**config.mk**
```make
export PLATFORM = sky130hd
export DESIGN_NAME = hex_scan_driver
export DESIGN_NICKNAME = d
export VERILOG_FILES = /design/src/rtl/hex_scan_driver.sv
export SDC_FILE = /design/constraint.sdc
export NUM_CORES = 1
export LEC_CHECK = 0
export BUFFER_PORTS_ARGS = -buffer_cell sky130_fd_sc_hd__buf_2
export CORE_ASPECT_RATIO = 0.75
export CORE_MARGIN = 8
export CORE_UTILIZATION = 38
export CTS_BUF_LIST = sky130_fd_sc_hd__clkbuf_4 sky130_fd_sc_hd__clkbuf_8
export CTS_CLUSTER_SIZE = 8
export DETAILED_ROUTE_END_ITERATION = 6
export SLEW_MARGIN = 20
export SYNTH_ARGS = -nofsm -noshare
export SYNTH_HDL_FRONTEND = slang
export SYNTH_SLANG_ARGS = --single-unit
```
**constraint.sdc**
```tcl
create_clock -name clk -period 2 [get_ports clk]
set_clock_uncertainty 0.2 [all_clocks]
set_input_delay 0.1 -clock clk [delete_from_list [all_inputs] [get_ports clk]]
set_output_delay 0.1 -clock clk [all_outputs]
set_load 0.02 [all_outputs]
```
**src/rtl/hex_scan_driver.sv**
```systemverilog
// hex_scan_driver: time-multiplexed 4-digit hex display scanner.
// A prescaler paces the digit index; new values are staged in a one-entry
// buffer and only promoted to the displayed register at a frame boundary,
// so a frame never shows a mix of old and new digits.
module hex_scan_driver #(
    parameter int unsigned PRESCALE = 50000
) (
    input  logic        clk,
    input  logic        rst_n,
    input  logic [15:0] in_data,
    input  logic        in_valid,
    output logic        in_ready,
    input  logic        blank_lz,
    output logic [3:0]  digit_nibble,
    output logic [3:0]  digit_sel,
    output logic        digit_blank,
    output logic        frame_start
);

    localparam int CW = (PRESCALE > 1) ? $clog2(PRESCALE) : 1;

    typedef enum logic {EMPTY = 1'b0, FULL = 1'b1} state_t;

    state_t        state, state_d;
    logic [CW-1:0] cnt;
    logic [1:0]    idx;
    logic [15:0]   pend;
    logic [15:0]   disp;
    logic          blank_q;
    logic          tick;
    logic          wrap;
    logic          load_pend;
    logic          load_disp;
    logic [15:0]   upper;

    assign tick = (cnt == CW'(PRESCALE - 1));
    // Frame boundary: the tick that takes the index from 3 back to 0.
    assign wrap = tick && (idx == 2'd3);

    // Prescaler and digit index; the index moves only on a tick.
    always_ff @(posedge clk) begin
        if (!rst_n) begin
            cnt <= '0;
            idx <= 2'd0;
        end else begin
            cnt <= tick ? '0 : cnt + CW'(1);
            if (tick) idx <= idx + 2'd1;
        end
    end

    // Update FSM next-state: accept when empty, release to display on wrap.
    always_comb begin
        state_d   = state;
        load_pend = 1'b0;
        load_disp = 1'b0;
        in_ready  = 1'b0;
        case (state)
            EMPTY: begin
                in_ready = 1'b1;
                if (in_valid) begin
                    load_pend = 1'b1;
                    state_d   = FULL;
                end
            end
            FULL: begin
                if (wrap) begin
                    load_disp = 1'b1;
                    state_d   = EMPTY;
                end
            end
            default: state_d = EMPTY;
        endcase
    end

    // FSM state, staging/display registers, frame pulse and blanking copy.
    always_ff @(posedge clk) begin
        if (!rst_n) begin
            state       <= EMPTY;
            pend        <= '0;
            disp        <= '0;
            frame_start <= 1'b0;
            blank_q     <= 1'b0;
        end else begin
            state       <= state_d;
            frame_start <= wrap;
            blank_q     <= blank_lz;
            if (load_pend) pend <= in_data;
            if (load_disp) disp <= pend;
        end
    end

    // Display outputs depend on registered state only, so they hold steady
    // between ticks regardless of input activity.
    always_comb begin
        upper        = disp >> {idx, 2'b00};
        digit_sel    = ~(4'b0001 << idx);
        digit_nibble = disp[{idx, 2'b00} +: 4];
        digit_blank  = blank_q && (idx != 2'd0) && (upper == 16'h0000);
    end

endmodule

```
==> impl_metrics.toml <==
[sta]
relSlewSlack = 0.7676
fmax_mhz = 433.2
tns_ns = -0.3086
grt_setup_unrepaired = "true"
fin_crit_sh = 1.154
tightestPinTransition_ns = 0.3455
drv_slew = 0
setup_viol = 1
period_needed_ns = 2.309
hold_viol = 0
fin_ws_ns = -0.3086

[pwr]
leakage_uw = 0.001177
pwr-share-comb = 0.076
pwr-share-seq = 0.591
clock_power_share = 0.332
powerDensity_nw_per_um2 = 608.4
switching_share = 0.2358
power_switching_uw = 436.3
intPower_uw = 1414
vdd_drop_max_v = 0.0002901

[layout]
fin_util = 0.5168
area_growth_pct = 29.31
drive_gt1_frac = 0.2202
num_antenna_cells = 0
nets = 351

[critical_path]
r2r_cells = 6
crit_path_max_fanout = 6
crit_path_end_kind = "output port"
required_ns = 1.70
critPathLaunchType = "register"
crit_type = "register to output port"
worstPathArrival_ns = 2.01

[synthesis]
yosysSeqAreaShare = 0.4511
yosysUniqueCellTypes = 35
synthArstFlopShare = 0
syn_nets = 286
synth.area.top_cells = "dfxtp_1 45%, nand2_1 11%, mux2i_1 7.2%"
synth_warnings = 0
ys.flop_type = "dfxtp_1"
synth_top_cell_area_share = 0.4511
syn_area_sq_um = 2352
synth_common_cells = "70 x nand2_1, 53 x dfxtp_1, 18 x nor2_1, 17 x mux2i_1, 16 x a21boi_0"
synth_cells = 261
synth.largest_area_cell = "dfxtp_1"
yosysMostFrequentCell = "nand2_1"
avgSynthCellArea_sq_um = 9.012
ys_ff_latch = 53
synth-edff-count = 0

[routing]
routed_via_density = 4.817
drc = 0
first_pass_iters = 4
antenna_left = 0
wl_per_cell_um = 12.93
wl_um = 5236
drt_iter0_drc = 98
vias = 1951

[run_status]
violations = "negative setup slack"
status = "finished with violations"

[global_route]
grt_pass1_vias = 1888
grt_max_degree = 21
grt_pass1_wl_um = 9073
antenna_found_initial = 0
grt_use_total = 0.1223
grt_overflow = 0

[floorplan]
die_x_um = 106.9
rows = 24
pin_count = 31
initial_core_util = 0.3997
die_y_um = 84.14
core_area_sq_um = 5886
dieArea_sq_um = 8990

[clock_network]
tritoncts = "done"
cts.clk_slew.worst_paths_ns = 0.09
cts_sinks = 53
htree_levels = 2
root_buffer = "clkbuf_8"
cts_buffers = 5
clk_latency_ns = 0.30
cts.path.max_buffers = 2

[place]
place.gp.congestion = 0.8811
hpwl_um = 3769
io_buffers = 30

[min_path]
hold_depth = 2
hold_class = "register to register"

[run]
drv_cap = 0
[critical path: stages, from the launching register on]
cell     delay (ns)
dfxtp_4        0.40
mux4_2         0.51
or4_4          0.53
a21oi_4        0.13
buf_6          0.13
[final timing paths]
kind                                    end  startpoint  slack [ns]
worst max-delay path            digit_blank      idx[0]       -0.31
worst min-delay path               pend[15]    pend[15]        0.27
worst max register to register      disp[0]      cnt[0]        0.15
worst min register to register     pend[15]    pend[15]        0.27
[state kept, by name (all words and copies together) (netlist names)]
register,flops
state,1
disp,16
cnt,16
pend,16
frame_start,1
idx,2
blank_q,1
[repair_timing]
item / 4_1_cts / 5_1_grt
hold buffers: 22 / 0
gates resized for setup: 3 / 6
endpoints found under the setup margin: 1 / 4
hold endpoints to repair: 22 / 0
pin swaps: 1 / 0
buffers inserted: 1 / 0
[layout make-up]
type                    instances  area [sq um]
fillers                       553          2844
multi-input cells             185          1209
flip-flops and latches         53          1065
repair buffers                 73         549.3
well taps                      78         97.59
clock buffers                   6         76.32
inverters                       8         30.03
clock inverters                 2         15.01
[logic make-up (layout without fill, tap and decap cells)]
kind of cell / Yosys count / in the layout / share of synthesized area
AND/OR/NAND/NOR: 122 / 122 / 0.2399
flip-flops: 53 / 53 / 0.4511
AO/OA/AOI/OAI: 23 / 23 / 0.07074
buffers and inverters: 23 / 89 / 0.04734
multiplexers: 21 / 21 / 0.1122
XOR/XNOR: 14 / 14 / 0.05213
adder cells (fa/ha/maj): 5 / 5 / 0.02660
[layout by cell type (no fill, tap or decap), types with 2 or more instances in the layout]
cell type	Yosys	routed
nand3_1	5	5
buf_2	2	28
mux2i_1	17	17
and3_1	5	5
xor2_1	5	5
nand4_1	6	6
nor4_1	4	3
a21boi_0	16	16
dfxtp_1	53	52
xnor2_1	9	9
nor3_1	2	2
dlygate4sd3_1	0	22
ha_1	5	4
buf_4	1	21
clkbuf_8	0	5
clkinvlp_4	0	2
mux4_2	3	4
nand2_1	70	69
nor2_1	18	18
inv_1	8	8
and2_1	2	2
o211ai_1	2	2
nor2b_1	2	2
[power by group through the flow]
| stage | Sequential [uW] | Combinational (uW) | Clock, uW |
|---|---|---|---|
| after detailed placement | 1120 | 109 | 0 |
| after CTS | 1090 | 141 | 644 |
| final | 1090 | 141 | 615 |
| after floorplan | 1120 | 65.0 | 0 |
| after global placement | 1120 | 107 | 0 |
| after global routing | 1100 | 159 | 694 |
[stage by stage]
| step | instances | worst slack [ns] | power [uW] | hold WS [ns] | instance area [sq um] |
|---|---|---|---|---|---|
| after global placement | 374 | -0.02947 | 1226 | 0.1128 | 2698 |
| after floorplan | 261 | -0.07129 | 1181 | 0.02729 | 2369 |
| after detailed placement | 374 | -0.03560 | 1229 | 0.1166 | 2698 |
| after global routing | 405 | -0.3861 | 1951 | 0.2877 | 3042 |
| final | 405 | -0.3086 | 1851 | 0.2658 | 3042 |
| after CTS | 405 | -0.3163 | 1880 | 0.2693 | 3025 |
[metal layers]
metal / routed length (um) / vias up / track usage
li1: - / 1001 / -
met1: 2753 / 900 / 0.1752
met2: 2141 / 44 / 0.1701
met3: 288 / 6 / 0.03511
met4: 53 / 0 / 0.03822
met5: 0 / - / 0
Power figures use the tool's default switching activity.
